<file path="config.mk">
export PLATFORM = sky130hd
export DESIGN_NAME = mem_ctrl
export DESIGN_NICKNAME = d
export VERILOG_FILES = /design/src/rtl/mem_ctrl.sv
export SDC_FILE = /design/constraint.sdc
export NUM_CORES = 1
export LEC_CHECK = 0
export CORE_MARGIN = 5
export CORE_UTILIZATION = 43
export CTS_CLUSTER_DIAMETER = 30
export DETAILED_ROUTE_END_ITERATION = 7
export GPL_TIMING_DRIVEN = 0
export HOLD_SLACK_MARGIN = 0.1
export PLACE_DENSITY = 0.84
export SLEW_MARGIN = 40
export SYNTH_ARGS = -nofsm -noshare
export SYNTH_HDL_FRONTEND = slang
export SYNTH_SLANG_ARGS = --single-unit
</file>
<file path="constraint.sdc">
create_clock -name CLK -period 2.2 [get_ports CLK]
set_input_delay 0.44 -clock CLK [delete_from_list [all_inputs] [get_ports CLK]]
set_output_delay 0.44 -clock CLK [all_outputs]
set_load 0.02 [all_outputs]
</file>
<file path="src/rtl/mem_ctrl.sv">
// Memory-bus access controller: REQ handshake to an EN/MFC asynchronous memory interface.
// Optional MEM_TIMEOUT_EN build adds an MFC-edge timeout with DONE/ERR abort pulse.
module mem_ctrl #(
   parameter int unsigned TIMEOUT_CYCLES = 255
) (
   input  logic        CLK,
   input  logic        RESET_N,
   input  logic        REQ,
   input  logic        REQ_RW,
   input  logic [15:0] REQ_ADDR,
   input  logic [15:0] REQ_WDATA,
   output logic        BUSY,
   output logic        DONE,
   output logic [15:0] RDATA,
   output logic        ERR,
   output logic [15:0] MAR_to_MEM,
   output logic [15:0] MDR_to_MEM,
   output logic        RW,
   output logic        EN,
   input  logic        MFC,
   input  logic [15:0] MEM_to_MDR
);

   localparam int unsigned DW = 16;
   localparam int unsigned AW = 16;

   if (TIMEOUT_CYCLES == 0 || TIMEOUT_CYCLES > 255) begin : g_bad_timeout
      $error("mem_ctrl: TIMEOUT_CYCLES must be in 1..255");
   end

   typedef enum logic [2:0] {
      IDLE     = 3'd0,
      SETUP    = 3'd1,
      STROBE   = 3'd2,
      WAIT_MFC = 3'd3,
      RELEASE  = 3'd4
   } state_t;

   state_t          state_q, state_d;
   logic            mfc_meta, mfc_s;
   logic [AW-1:0]   mar_d;
   logic [DW-1:0]   mdr_d, rdata_d;
   logic            rw_d, en_d, busy_d, done_d;

`ifdef MEM_TIMEOUT_EN
   localparam int unsigned CW = 8;
   localparam logic [CW-1:0] TIMEOUT_LAST = CW'(TIMEOUT_CYCLES - 1);
   logic [CW-1:0]   cnt_q, cnt_d;
   logic            err_d;
`endif

   // Two-flop synchronizer for the asynchronous completion strobe
   always_ff @(posedge CLK) begin
      if (!RESET_N) begin
         mfc_meta <= 1'b0;
         mfc_s    <= 1'b0;
      end else begin
         mfc_meta <= MFC;
         mfc_s    <= mfc_meta;
      end
   end

   // State and registered outputs
   always_ff @(posedge CLK) begin
      if (!RESET_N) begin
         state_q    <= IDLE;
         MAR_to_MEM <= '0;
         MDR_to_MEM <= '0;
         RW         <= 1'b0;
         EN         <= 1'b0;
         BUSY       <= 1'b0;
         DONE       <= 1'b0;
         RDATA      <= '0;
      end else begin
         state_q    <= state_d;
         MAR_to_MEM <= mar_d;
         MDR_to_MEM <= mdr_d;
         RW         <= rw_d;
         EN         <= en_d;
         BUSY       <= busy_d;
         DONE       <= done_d;
         RDATA      <= rdata_d;
      end
   end

`ifdef MEM_TIMEOUT_EN
   always_ff @(posedge CLK) begin
      if (!RESET_N) begin
         cnt_q <= '0;
         ERR   <= 1'b0;
      end else begin
         cnt_q <= cnt_d;
         ERR   <= err_d;
      end
   end
`else
   assign ERR = 1'b0;
`endif

   // Next-state and next-output logic
   always_comb begin
      state_d = state_q;
      mar_d   = MAR_to_MEM;
      mdr_d   = MDR_to_MEM;
      rw_d    = RW;
      en_d    = EN;
      done_d  = 1'b0;
      rdata_d = RDATA;
`ifdef MEM_TIMEOUT_EN
      cnt_d   = cnt_q;
      err_d   = 1'b0;
`endif

      unique case (state_q)
         IDLE: begin
            en_d = 1'b0;
            if (REQ) begin
               mar_d   = REQ_ADDR;
               mdr_d   = REQ_WDATA;
               rw_d    = REQ_RW;
               state_d = SETUP;
            end
         end
         SETUP: begin
            en_d    = 1'b1;
            state_d = STROBE;
         end
         STROBE: begin
            en_d    = 1'b1;
            state_d = WAIT_MFC;
`ifdef MEM_TIMEOUT_EN
            cnt_d   = '0;
`endif
         end
         WAIT_MFC: begin
            if (mfc_s) begin
               en_d    = 1'b0;
               state_d = RELEASE;
               if (RW) rdata_d = MEM_to_MDR;
`ifdef MEM_TIMEOUT_EN
               cnt_d   = '0;
            end else if (cnt_q == TIMEOUT_LAST) begin
               en_d    = 1'b0;
               done_d  = 1'b1;
               err_d   = 1'b1;
               state_d = IDLE;
            end else begin
               cnt_d   = cnt_q + CW'(1);
`endif
            end
         end
         RELEASE: begin
            en_d = 1'b0;
            if (!mfc_s) begin
               done_d  = 1'b1;
               state_d = IDLE;
`ifdef MEM_TIMEOUT_EN
            end else if (cnt_q == TIMEOUT_LAST) begin
               done_d  = 1'b1;
               err_d   = 1'b1;
               state_d = IDLE;
            end else begin
               cnt_d   = cnt_q + CW'(1);
`endif
            end
         end
         default: begin
            en_d    = 1'b0;
            state_d = IDLE;
         end
      endcase

      busy_d = (state_d != IDLE);
   end

endmodule
</file>
==> reports/qor.txt <==
====================================================================================================
Vias in the first global route                                                                  2022
Register bit total from synthesis                                                                 57
Area of the mapped netlist                                                                  2210 µm²
Leakage power figure                                                                      0.00127 µW
Overall track demand over capacity in global routing                                           17.7%
Share of the clock period used by the worst path after layout                                  80.9%
1st-iter DRT viols                                                                                71
Syn-to-layout area delta                                                                       58.5%
Number of search-and-repair iterations in the first detailed-routing pass                          4
First-pass GRT wire length                                                                   8.97 mm
Global placer's final weighted congestion                                                      0.738
Num ports                                                                                        106
Worst VDD drop                                                                                487 µV
Worst hold path type                                                                    flip-flop to flip-flop
Gates resized, CTS repair                                                                          0
Per-cell routed wire length                                                                  13.2 µm
Post-Route WL                                                                                5.79 mm
Remaining global-route overflow                                                                    0
Final setup fails                                                                                  0
Required time at the worst-slack endpoint                                                    1.76 ns
Capturing element type of the critical path                                             primary output
Number of distinct library cells after synthesis                                                  27
Total routed wire length on the met1 layer                                                   2.42 mm
Post-route clock skew                                                                     0.00650 ns
Yosys top cell area share                                                                      51.7%
Number of buffers on the longest clock path                                                        2
Startpoint class of the critical path                                                      flip-flop
H-Tree Depth                                                                                       3
Crit-path max FO                                                                                   4
Final Slew Violations                                                                              0
Fill cell count                                                                                  431
Crit-path max cell delay                                                                     0.64 ns
TritonCTS clock tree                                                                            done
Post-Syn Instances                                                                               249
Clock-pin slew reported for the worst setup and hold paths after clock tree synthesis        0.06 ns
Top routing layer used                                                                          met4
List of cells traversed by the critical path                                            clkdlybuf4s50_1
Starting utilization of the core area                                                          43.8%
Status                                                                                  complete, no violations
Library cell with the largest summed area after synthesis                                    dfxtp_1
Largest delay share family, worst path                                                  buffers and inverters
Routed met2 length                                                                           2.62 mm
Num Clock Sinks                                                                                   57
Number of buffers inserted during clock tree synthesis                                             9
Final standard cell utilization of the core                                                    69.4%
Buffer and inverter count on the worst path                                                        1
Antenna diode count                                                                                0
Number of hold violations in the final report                                                      0
Die Span Y                                                                                   81.7 µm
Sequential share of the synthesized area                                                       51.7%
Initial antenna violation count                                                                    0
Final worst hold slack                                                                      0.437 ns
Synthesis Warnings                                                                                 0
Synth area leaders                                                                      dfxtp_1 52%, nand2_1 11%, a21boi_1 10%
Final-layout setup total negative slack                                                         0 ns
Total of hold buffers inserted after clock tree synthesis                                          0
PD cells                                                                                  682 nW/µm²
Max Clock Freq                                                                               562 MHz
Standard cell core area                                                                     5040 µm²
Routed vias/inst                                                                                4.76
Finished Layout Cells                                                                            437
Number of post-CTS setup repair buffers                                                            0
Arrival time at the worst endpoint                                                           1.34 ns
Unrepaired setup endpoints after global routing                                                false
Post-route cell area                                                                        3500 µm²
IO buf count                                                                                     104
Pin count of the biggest net entering global routing                                              11
Detailed route wirelength on metal3                                                           633 µm
Estimated wirelength of the detail-placed design                                             4.34 mm
Post-place instance area                                                                    3340 µm²
Clock insertion delay at the later pin of the skew report                                    0.32 ns
Number of nets in the final layout                                                               417
Standard-cell rows                                                                                26
Overall die area                                                                            6670 µm²
Type of the setup path with the least slack                                             flip-flop to primary output
Vias                                                                                            2082
Maxcap violations                                                                                  0
Time the final worst path needs with I/O delays and setup                                    1.78 ns
Number of cells after detailed placement                                                         423
Standard cell with the maximum stage delay on the critical path                         clkdlybuf4s50_1
Die width                                                                                    81.7 µm
Average instance area after synthesis                                                       8.87 µm²
Buffer type at the clock tree root                                                          clkbuf_8
Syn Nets                                                                                         302
DRC violation count after routing                                                                  0
Ratio of cells with drive above 1 in the final layout                                          7.08%
Antenna Nets Post-Route                                                                            0
====================================================================================================
synth_stat cells:
master	instances
or3b_2	1
xnor2_1	1
buf_6	4
and3_1	1
o21ai_0	16
nand3_1	17
a21oi_1	2
nor2_1	2
a21boi_1	30
nor2b_1	1
conb_1	1
buf_2	7
dfxtp_1	57
o21bai_1	1
nand2_1	67
and2_1	2
nor4b_4	1
nor3_1	1
nor3b_1	1
o21a_1	1
buf_4	2
or3_1	1
nand2b_1	3
a21boi_0	19
clkbuf_1	8
or4b_1	1
nand3b_1	1
registers in the layout, summed over array words and instances, names as in the netlist:
register,count
BUSY,1
DONE,1
EN,1
MAR_to_MEM,16
MDR_to_MEM,16
RDATA,16
RW,1
mfc_meta,1
mfc_s,1
state_q,3
area by class of cell:
cell class	count	area, µm²	area share [%]
timing repair buffer	104	1040	29.7
multi-input combinational	171	942	26.9
clock buffer	14	163	4.65
sequential	57	1140	32.6
tap	70	87.6	2.50
buffer	21	125	3.58
cells by family after synthesis:
family                    count (synthesis)  share of synthesized area [%]
DFF                                      57                           51.7
other                                     1                          0.170
buffers and inverters                    21                           5.67
xor gates and xnor gates                  1                          0.397
and+or+nand+nor                         100                           20.7
AOI/OAI and AO/OA                        69                           21.4
layout by cell type (no fill, tap or decap), types with 3 or more instances in the layout:
cell	Yosys	final
buf_2	7	7
buf_6	4	4
a21boi_0	19	19
nand2_1	67	67
clkbuf_1	8	11
o21ai_0	16	16
nand3_1	17	17
clkbuf_8	0	11
clkdlybuf4s50_1	0	104
dfxtp_1	57	57
a21boi_1	30	30
nand2b_1	3	3
path summary, 6_finish.rpt:
| path | startpoint | to | slack (ns) | cells after the start |
|---|---|---|---|---|
| max reg2reg | state_q[1] | MAR_to_MEM[8] | 0.68 | 6 |
| min reg2reg | mfc_meta | mfc_s | 0.44 | 1 |
| min | mfc_meta | mfc_s | 0.44 | 1 |
| max | RW | RW | 0.42 | 1 |
routing by layer:
| metal | vias up | track usage (%) |
|---|---|---|
| met1 | 928 | 19.4 |
| met5 | - | 0 |
| met2 | 83 | 30.0 |
| met4 | 0 | 8.80 |
| met3 | 12 | 6.69 |
| li1 | 1059 | - |
through the flow:
stage	setup WS, ns	power [µW]
2_1_floorplan	0.770	1360
3_3_place_gp	0.248	1590
3_5_place_dp	0.227	1600
4_1_cts	0.395	2420
5_1_grt	0.360	2510
6_report	0.420	2390
power by group:
part | internal (µW) | switching, µW | total (µW)
logic | 243 | 214 | 457
registers | 1090 | 25.3 | 1110
clock network | 459 | 357 | 816
(Power assumes the default switching activity.)
==> edit (config.mk and constraints unchanged) <==
Re-encode `state_t` (5 states) as one-hot, 5 bits wide.
--- a/src/rtl/mem_ctrl.sv
+++ b/src/rtl/mem_ctrl.sv
@@ -30,8 +30,8 @@
 
-   typedef enum logic [2:0] {
-      IDLE     = 3'd0,
-      SETUP    = 3'd1,
-      STROBE   = 3'd2,
-      WAIT_MFC = 3'd3,
-      RELEASE  = 3'd4
+   typedef enum logic [4:0] {
+      IDLE     = 5'b00001,
+      SETUP    = 5'b00010,
+      STROBE   = 5'b00100,
+      WAIT_MFC = 5'b01000,
+      RELEASE  = 5'b10000
    } state_t;
Behaviour: no difference found for any inputs over 10 cycles, from zero or initial values and one cycle with RESET_N low; not proved beyond that.
==> edit against the unedited design <==
- worst setup slack improved by 0.0012 ns
- sequential cell count is 2 higher
- via count up 3.8%
- synthesized cell count increased by 8.8%
- area after synthesis is 6.6% higher
- total power is 16% higher
- first-iteration DRC count grew 76%
- maximum frequency is essentially flat
- non-clock buffer count down 1
- final area is 5.5% higher
- final cell count rose by 5.9%
- wire length increased by 2.9%
- count of clock-buffer cells in the layout shrank 4
==> edit: results (changes against the unedited design) <==
.. list-table::
   :header-rows: 1

   * - Metric
     - Value
   * - Non-filler cells, final
     - 463 (+5.9%)
   * - Met1 Routed Length
     - 2.58 mm (+6.6%)
   * - Worst r2r path cells
     - 5 (-1)
   * - Pre-CTS worst setup slack
     - 0.184 ns (-0.0424 ns)
   * - Wire length of the first global-routing pass
     - 9.81 mm (+9.4%)
   * - Leading cell types by total area after synthesis
     - dfxtp_1 50%, nand2_1 16%, a21boi_0 12%, a21boi_2 4.8%, buf_6 1.9%
   * - Status
     - finished, final reports clean
   * - Compound-gate portion of the synthesized area
     - 19.0% (-2.4 points)
   * - GR met3 Demand/Resource
     - 8.59% (+1.9 points)
   * - Share of the synthesized netlist area taken by xor and xnor gates
     - 0.744% (+0.35 points)
   * - Fraction of final layout cells sized beyond drive strength 1
     - 10.2% (+3.1 points)
   * - Mapped Nets
     - 324 (+7.3%)
   * - Placed cell count
     - 447 (+5.7%)
   * - Global router's overall resource usage
     - 17.5% (-0.22 points)
   * - Number of different library cells in the post-synthesis netlist
     - 32 (+19%)
   * - Hpwl dp
     - 4.53 mm (+4.3%)
   * - Top post-synthesis cells by count
     - 101 x nand2_1, 59 x dfxtp_1, 39 x a21boi_0
   * - Portion of the post-synthesis area used by sequential elements
     - 50.2% (-1.5 points)
   * - Final worst clock skew
     - 0.00679 ns (+0.000292 ns)
   * - Via count of the first global-routing pass
     - 2124 (+5.0%)
   * - Worst setup slack after layout
     - 0.421 ns (+0.00123 ns)
   * - Final estimated routing congestion in global placement
     - 0.763 (+3.4%)
   * - Met2 usage in global routing
     - 27.6% (-2.4 points)
   * - Filler cell count in the final layout
     - 447 (+3.7%)
   * - Global-route met1 utilization
     - 20.1% (+0.76 points)
   * - Detailed Route WL
     - 5.95 mm (+2.9%)
edit: changes by cell type after synthesis, sizes merged, moves of 3 or more:
cell	delta
nor2b	+3
nor2	+3
nand2	+34
nor3	+4
o21ai	-14
nand3	-16
edit: power by group:
group	leakage, nW	switching [W]	internal (W)	total, W
Sequential	0.481	0.0000345	0.00114	0.00117
Combinational	0.734	0.000277	0.000291	0.000568
Clock	0.110	0.000403	0.000629	0.00103
edit: kinds of logic after synthesis:
| kind of cell | Yosys count |
|---|---|
| muxes | 1 |
| buffers and inverters | 22 |
| DFF | 59 |
| and+or+nand+nor | 130 |
| AOI/OAI and AO/OA | 56 |
| xor gates and xnor gates | 2 |
| other | 1 |
edit: cell type report:
type	instances	area, sq um	share of cell area, %
buffer	20	128	3.46
clock buffer	10	128	3.46
clock inverter	6	80.1	2.17
inverter	2	7.51	0.203
multi-input combinational	190	1040	28.1
sequential	59	1180	32.0
tap	72	90.1	2.44
timing repair buffer	104	1040	28.2
